===== config.mk =====
export PLATFORM = sky130hd
export DESIGN_NAME = mem_arbiter
export DESIGN_NICKNAME = d
export VERILOG_FILES = /design/src/rtl/mem_arbiter.sv
export SDC_FILE = /design/constraint.sdc
export NUM_CORES = 1
export LEC_CHECK = 0
export BUFFER_PORTS_ARGS = -buffer_cell sky130_fd_sc_hd__buf_2
export CORE_MARGIN = 8
export CORE_UTILIZATION = 33
export CTS_CLUSTER_SIZE = 10
export DETAILED_ROUTE_END_ITERATION = 10
export PLACE_DENSITY = 0.66
export SLEW_MARGIN = 20
export SYNTH_ARGS = -nofsm -noshare
export SYNTH_HDL_FRONTEND = slang
export SYNTH_SLANG_ARGS = --single-unit

===== constraint.sdc =====
create_clock -name clk -period 2.3 [get_ports clk]
set_input_delay 0.23 -clock clk [delete_from_list [all_inputs] [get_ports clk]]
set_output_delay 0.23 -clock clk [all_outputs]
set_load 0.1 [all_outputs]

===== src/rtl/mem_arbiter.sv =====
// Two-port request/ack arbiter in front of a small word-wide data memory.
// Serialises accesses, range/alignment-checks addresses and returns read data with a one-cycle ack.
module mem_arbiter #(
    parameter int unsigned ADDR_W    = 32,
    parameter int unsigned DATA_W    = 32,
    parameter int unsigned MEM_BYTES = 64,
    parameter int unsigned ARB_MODE  = 1
) (
    input  logic              clk,
    input  logic              rst_n,

    input  logic              req0,
    input  logic [ADDR_W-1:0] addr0,
    input  logic              we0,
    input  logic [DATA_W-1:0] wdata0,
    output logic              ack0,
    output logic              err0,
    output logic [DATA_W-1:0] rdata0,

    input  logic              req1,
    input  logic [ADDR_W-1:0] addr1,
    input  logic              we1,
    input  logic [DATA_W-1:0] wdata1,
    output logic              ack1,
    output logic              err1,
    output logic [DATA_W-1:0] rdata1,

    output logic [ADDR_W-1:0] mem_address,
    output logic [DATA_W-1:0] mem_write_data,
    output logic              mem_write,
    output logic              mem_read,
    input  logic [DATA_W-1:0] mem_read_data,

    output logic              busy
);

    typedef enum logic [2:0] {
        IDLE    = 3'd0,
        ISSUE   = 3'd1,
        CAPTURE = 3'd2,
        DONE    = 3'd3,
        ERROR   = 3'd4
    } state_t;

    localparam logic [ADDR_W-1:0] MAX_ADDR = ADDR_W'(MEM_BYTES - 4);
    localparam bit                RR_MODE  = (ARB_MODE != 0);

    state_t state_q, state_d;

    logic gnt_port_q, gnt_port_d;
    logic gnt_we_q, gnt_we_d;
    logic last_grant_q, last_grant_d;

    logic              ack0_d, ack1_d, err0_d, err1_d;
    logic [DATA_W-1:0] rdata0_d, rdata1_d;
    logic [ADDR_W-1:0] mem_address_d;
    logic [DATA_W-1:0] mem_write_data_d;
    logic              mem_write_d, mem_read_d, busy_d;

    logic              elig0, elig1, pick1;
    logic [ADDR_W-1:0] sel_addr;
    logic [DATA_W-1:0] sel_wdata;
    logic              sel_we, sel_legal;
    logic [DATA_W-1:0] cap_data;

    // A request still held during its own ack cycle is not eligible again.
    assign elig0 = req0 && !ack0;
    assign elig1 = req1 && !ack1;

    // Round-robin breaks ties against the last grant; fixed priority always favours port 0.
    assign pick1 = RR_MODE ? (elig1 && (!elig0 || !last_grant_q))
                           : (elig1 && !elig0);

    assign sel_addr  = pick1 ? addr1  : addr0;
    assign sel_we    = pick1 ? we1    : we0;
    assign sel_wdata = pick1 ? wdata1 : wdata0;
    assign sel_legal = (sel_addr[1:0] == 2'b00) && (sel_addr <= MAX_ADDR);

    assign cap_data  = gnt_we_q ? '0 : mem_read_data;

    // State register plus registered outputs.
    always_ff @(posedge clk or negedge rst_n) begin
        if (!rst_n) begin
            state_q        <= IDLE;
            gnt_port_q     <= 1'b0;
            gnt_we_q       <= 1'b0;
            last_grant_q   <= 1'b1;
            ack0           <= 1'b0;
            ack1           <= 1'b0;
            err0           <= 1'b0;
            err1           <= 1'b0;
            rdata0         <= '0;
            rdata1         <= '0;
            mem_address    <= '0;
            mem_write_data <= '0;
            mem_write      <= 1'b0;
            mem_read       <= 1'b0;
            busy           <= 1'b0;
        end else begin
            state_q        <= state_d;
            gnt_port_q     <= gnt_port_d;
            gnt_we_q       <= gnt_we_d;
            last_grant_q   <= last_grant_d;
            ack0           <= ack0_d;
            ack1           <= ack1_d;
            err0           <= err0_d;
            err1           <= err1_d;
            rdata0         <= rdata0_d;
            rdata1         <= rdata1_d;
            mem_address    <= mem_address_d;
            mem_write_data <= mem_write_data_d;
            mem_write      <= mem_write_d;
            mem_read       <= mem_read_d;
            busy           <= busy_d;
        end
    end

    // Next-state and next-output logic.
    always_comb begin
        state_d          = state_q;
        gnt_port_d       = gnt_port_q;
        gnt_we_d         = gnt_we_q;
        last_grant_d     = last_grant_q;
        ack0_d           = ack0;
        ack1_d           = ack1;
        err0_d           = err0;
        err1_d           = err1;
        rdata0_d         = rdata0;
        rdata1_d         = rdata1;
        mem_address_d    = mem_address;
        mem_write_data_d = mem_write_data;
        mem_write_d      = mem_write;
        mem_read_d       = mem_read;

        unique case (state_q)
            IDLE: begin
                if (elig0 || elig1) begin
                    gnt_port_d   = pick1;
                    gnt_we_d     = sel_we;
                    last_grant_d = pick1;
                    if (sel_legal) begin
                        state_d          = ISSUE;
                        mem_address_d    = sel_addr;
                        mem_write_data_d = sel_wdata;
                        mem_write_d      = sel_we;
                        mem_read_d       = !sel_we;
                    end else begin
                        state_d = ERROR;
                    end
                end
            end
            ISSUE: begin
                mem_write_d = 1'b0;
                mem_read_d  = 1'b0;
                state_d     = CAPTURE;
            end
            CAPTURE: begin
                if (gnt_port_q) begin
                    rdata1_d = cap_data;
                    err1_d   = 1'b0;
                    ack1_d   = 1'b1;
                end else begin
                    rdata0_d = cap_data;
                    err0_d   = 1'b0;
                    ack0_d   = 1'b1;
                end
                state_d = DONE;
            end
            ERROR: begin
                if (gnt_port_q) begin
                    rdata1_d = '0;
                    err1_d   = 1'b1;
                    ack1_d   = 1'b1;
                end else begin
                    rdata0_d = '0;
                    err0_d   = 1'b1;
                    ack0_d   = 1'b1;
                end
                state_d = DONE;
            end
            DONE: begin
                ack0_d  = 1'b0;
                ack1_d  = 1'b0;
                err0_d  = 1'b0;
                err1_d  = 1'b0;
                state_d = IDLE;
            end
            default: begin
                state_d     = IDLE;
                mem_write_d = 1'b0;
                mem_read_d  = 1'b0;
            end
        endcase

        busy_d = (state_d != IDLE);
    end

endmodule


Word-level counts from Yosys, hierarchy flattened
Index checks and enable logic that the tools add are counted.
{"block": "word_totals", "output_inout_bits": 135, "regBits": 141, "word_cells": 84, "in_bits": 166}
{"block": "classes", "n_bitwise": 1, "eq_ne": 12, "reduce_logical": 28, "order_cmp": 1, "mux": 27}
{"cell": "32-bit 2-to-1 mux", "count": 7}
{"cell": "32-bit case mux with 2 select lines", "count": 2}
{"cell": "32-bit by 6-bit less-or-equal comparator with 1-bit output, second input constant", "count": 1}
{"cell": "3-bit AND reduction", "count": 6}
{"cell": "2-bit != test, second input constant", "count": 7}
{"cell": "1-bit 2-to-1 mux", "count": 9}
{"cell": "3-bit case mux with 3 select lines", "count": 1}
{"cell": "1-bit case mux with 2 select lines", "count": 4}
{"cell": "3-bit by 2-bit equality test with 1-bit output, second input constant", "count": 2}
{"cell": "3-bit 2-to-1 mux", "count": 2}
{"cell": "1-bit case mux with 3 select lines", "count": 2}
{"cell": "2-bit AND reduction", "count": 3}
{"cell": "3-bit nonzero test", "count": 2}
{"cell": "1-bit logical NOT", "count": 5}
{"cell": "1-bit logical AND", "count": 4}
{"cell": "2-bit nonzero test", "count": 2}
{"cell": "3-bit by 1-bit equality test with 1-bit output, second input constant", "count": 1}
{"cell": "3-bit equality test, second input constant", "count": 1}
{"cell": "3-bit logical NOT", "count": 1}
{"cell": "3-bit OR reduction", "count": 1}
{"cell": "2-bit logical NOT", "count": 1}
{"cell": "1-bit logical OR", "count": 2}
{"cell": "2-bit by 1-bit != test with 1-bit output, second input constant", "count": 1}
{"cell": "2-bit OR reduction", "count": 1}
{"cell": "1-bit inverter", "count": 1}

Longest topological paths before layout
{"block": "logic_depth", "ltp_word": 12, "mapped_depth": 8, "ltp_nobuf": 5}

Least setup slack after synthesis
Ideal clock, no wire load.
{"block": "synth_timing", "path_kind": "register to register", "startpoint": "register ack0", "endpoint": "register mem_address[2]", "path_slack_ps": 47, "path_buffers": 1, "setup_time_ps": 125, "required_ps": 2175, "t_arrival_ps": 2127, "synth_period_minus_slack_ps": 2253, "path_stages_with_launch": 7, "cell_sequence": "dfrtp_1 nor2b_1 a21o_1 nor3_2 o21ai_2 buf_6 mux2_4"}
{"block": "synth_between", "elab_chain_len": 9, "word_cells_on_any_way": 11, "cone_classes": "1 x order compare; 1 x mux; 9 x reduce/logical"}
{"element": "start, declared", "line_no": "16", "rtl": "output logic ack0,"}
{"element": "start signal, assigned", "line_no": "104", "rtl": "ack0 <= ack0_d;"}
{"element": "1-bit logical NOT *", "line_no": "67", "rtl": "assign elig0 = req0 && !ack0;"}
{"element": "1-bit logical AND *", "line_no": "67"}
{"element": "1-bit logical NOT"}
{"element": "1-bit logical OR", "line_no": "71", "rtl": "assign pick1 = RR_MODE ? (elig1 && (!elig0 || !last_grant_q))"}
{"element": "1-bit logical AND", "line_no": "71"}
{"element": "32-bit 2-to-1 mux", "line_no": "74", "rtl": "assign sel_addr = pick1 ? addr1 : addr0;"}
{"element": "32-bit by 6-bit less-or-equal comparator with 1-bit output / 2-bit logical NOT (equally long branches)", "line_no": "77", "rtl": "assign sel_legal = (sel_addr[1:0] == 2'b00) && (sel_addr <= MAX_ADDR);"}
{"element": "1-bit logical AND", "line_no": "77"}
{"element": "3-bit AND reduction (no source line)"}
{"element": "end signal, assigned", "line_no": "110", "rtl": "mem_address <= mem_address_d;"}
{"element": "end, declared", "line_no": "28", "rtl": "output logic [ADDR_W-1:0] mem_address,"}
Mark *: on every way between the ends. The rest lies on a longest branch, timed or not.
A chain may end at the register's enable or synchronous reset.

Worst setup path after layout
{"block": "layout_timing", "startpoint": "register state_q[2]", "endpoint": "register rdata1[19]"}
{"block": "layout_between", "elab_chain_len": 3, "word_cells_on_any_way": 7, "cone_classes": "4 x eq/ne; 1 x mux; 2 x reduce/logical"}
{"element": "start, declared", "line_no": "48", "rtl": "state_t state_q, state_d;"}
{"element": "start signal, assigned", "line_no": "100", "rtl": "state_q <= state_d;"}
{"element": "3-bit by 2-bit equality test with 1-bit output / 3-bit equality test (equally long branches)", "line_no": "135", "rtl": "unique case (state_q)"}
{"element": "2-bit != test (no source line) / 2-bit nonzero test (equally long branches)"}
{"element": "3-bit AND reduction (no source line)"}
{"element": "end signal, assigned", "line_no": "109", "rtl": "rdata1 <= rdata1_d;"}
{"element": "end, declared", "line_no": "26", "rtl": "output logic [DATA_W-1:0] rdata1,"}
Parallel ways exist; a longest one is shown, timed or not.

==> metrics.txt <==
Ys Warns 0; clock-pin slew on the worst setup and hold paths 60 ps; CP top delay family simple AND/OR/NAND/NOR gates; Hold Crit Class in2reg; syn_nets 750; die width 149 um; Final Hold Vio Count 0; status complete, no violations; Final Cycle Share 89.2%; die area 22300 um2; Crit path buffers/inverters 0; pwr dens 1490 nW/um2; Syn Std Cell Area 5860 um2; area leader, netlist dfrtp_1; Clock Latency Late Sink 410 ps; Post-Syn Instances 584; IO Port Bufs 300; Final GP Congestion 0.778; Max Fclk 487 MHz; Iter 0 DRT Violations 164; Tot GR Track Use 15.8%; Inserted Clock Buffers 17; initial antenna violation count 3; Root Buffer Master clkbuf_16; dpl cells 1084; number of synthesized register bits 141; Max clock buf depth 2; clk sinks 141; Tmin final 2050 ps; EDFF count, synth 0; vias 5056; Core Box Area 17400 um2; Largest stage delay, worst path 820 ps; antenna-violating nets left 0; leakage power 4.70 nW; dpl hpwl 13800 um; Max VDD drop 1.06 mV; CTS tree done; GR Overflow Total 0; most instantiated cells after synthesis 210 x nand2_1, 140 x dfrtp_1, 68 x o21ai_0; CP startpoint state_q[2]; unrepaired setup endpoints after global routing false; Vert. Die Dim 149 um; Worst-Margin Slew 1010 ps; largest net degree at the start of global routing 65; share of cells above drive strength 1 43.5%; DR WL/cell 16.1 um; Post-synth ARST share 100%; relative slew slack 32.4%; Final Setup Violations 0; setup bufs post-CTS 0; Startpoint Class flop; setup TNS 0 ps; most frequent cell after synthesis nand2_1; Crit. End Element flop; first-pass GRT wire length 28000 um; final std cells w/o fill 1118; hold_sp mem_read_data[23]; WP data required 2530 ps; crit-path max FO 64; H-tree lvl count 4; number of global-route vias before repair 5401; initial core utilization 33.8%; reg2reg start state_q[2]; Routed Wire Length 18000 um; DRT Pass-1 Iters 6; Setup Crit Path Kind reg2reg; # rows 48; # IOs 301; Clock Skews 9.92 ps; Critical Path Slowest Stage Cell or2_2; synth unique cells 33; # DRC 0; Via-to-Cell Ratio 4.52; synthesized area per cell 10.0 um2; CP cell instances xnor2_1 > or2_2 > o21ai_0; max_cap viols 0; CP arrival 2280 ps; Yosys top cell area share 59.8%; sequential share of the synthesized area 60.2%; ys flop type dfrtp_1; top cells by area, synth dfrtp_1 60%, nand2_1 13%, o21ai_0 5.8%, mux2_2 5.8%, and2_1 3.4%; NumNets Final 1045; max-slew violations 0; Area Overhead vs Synth 41.1%
-- per-stage QoR --
stage | instance area, um2 | util (%) | worst slack, ps | power, mW | hold slack, ps
2_1_floorplan | 5860 | - | 47.2 | 8.15 | -65.6
3_3_place_gp | 7600 | 43.8 | 269 | 9.32 | 230
3_5_place_dp | 7600 | 43.8 | 212 | 9.40 | 236
4_1_cts | 8270 | 47.6 | 223 | 12.5 | 57.1
5_1_grt | 8270 | 47.7 | 26.7 | 13.0 | 77.7
6_report | 8270 | 47.7 | 248 | 12.4 | 79.7
-- worst paths after layout --
path,endpoint,slack (ps),cells after the start
worst min register to register,rdata1[29],470,2
worst min-delay path,rdata1[23],80,3
min in group asynchronous,rdata1[8],340,2
max in group asynchronous,last_grant_q,1250,3
worst max-delay path,rdata1[19],250,3
worst max register to register,rdata1[19],250,3
-- logic make-up after synthesis --
family / share of synthesized area, %
mux: 7.90
buf+inv: 3.61
simple gates: 20.5
compound gates: 7.51
flops: 60.2
xor+xnor: 0.299
-- power by group --
part	switching, mW	total [mW]	leakage [nW]	internal [mW]
registers	0.337	3.36	1.91	3.03
logic	4.94	5.92	2.47	0.981
clock network	1.11	3.07	0.318	1.96
-- final cells by class --
class	instances	area, um2
Clock buffer	18	429
Antenna cell	1	2.50
Sequential cell	141	3530
Fill cell	1669	9080
Inverter	4	15.0
Multi-Input combinational cell	403	2150
Clock inverter	14	230
Timing Repair Buffer	312	1640
Tap cell	225	282
-- what timing repair did --
action	in CTS	in global routing
hold buffers	1	0
resized for setup	0	0
endpoints found under the hold margin	52	0
-- per-layer routing --
metal  routed length (um)  vias up  global-route usage, %
met5                   34        -                      0
met4                  326        4                   5.96
met1                 7460     2312                   18.6
li1                     -     2500                      -
met2                 8640      214                   26.2
met3                 1500       26                   5.61
-- flip-flops by register name, indices dropped and copies added (netlist names), 3 cells and up --
| signal | cells |
|---|---|
| state_q | 3 |
| rdata0 | 32 |
| mem_address | 32 |
| mem_write_data | 32 |
| rdata1 | 32 |
-- tightest hold or removal path: stages --
cell and delay [ps]:
buf_2 90, nand2_1 60, o21ai_0 70
-- cell usage in the layout (no fill, tap or decap), types with 2 or more instances in the layout --
cell,count
buf_2,299
nand4_1,2
nand2_1,210
nor3_2,2
inv_1,4
nand2b_1,3
o21ai_0,68
buf_4,8
bufinv_16,5
a21oi_1,6
mux2i_1,2
clkinv_4,2
nor4_1,14
buf_12,3
or2_2,2
dfrtp_1,140
mux2_2,30
inv_6,5
mux2_4,7
o2bb2ai_1,2
nand3_1,2
clkbuf_16,17
nor2_1,7
o21ai_1,2
and2_1,32
(Power assumes the default switching activity.)
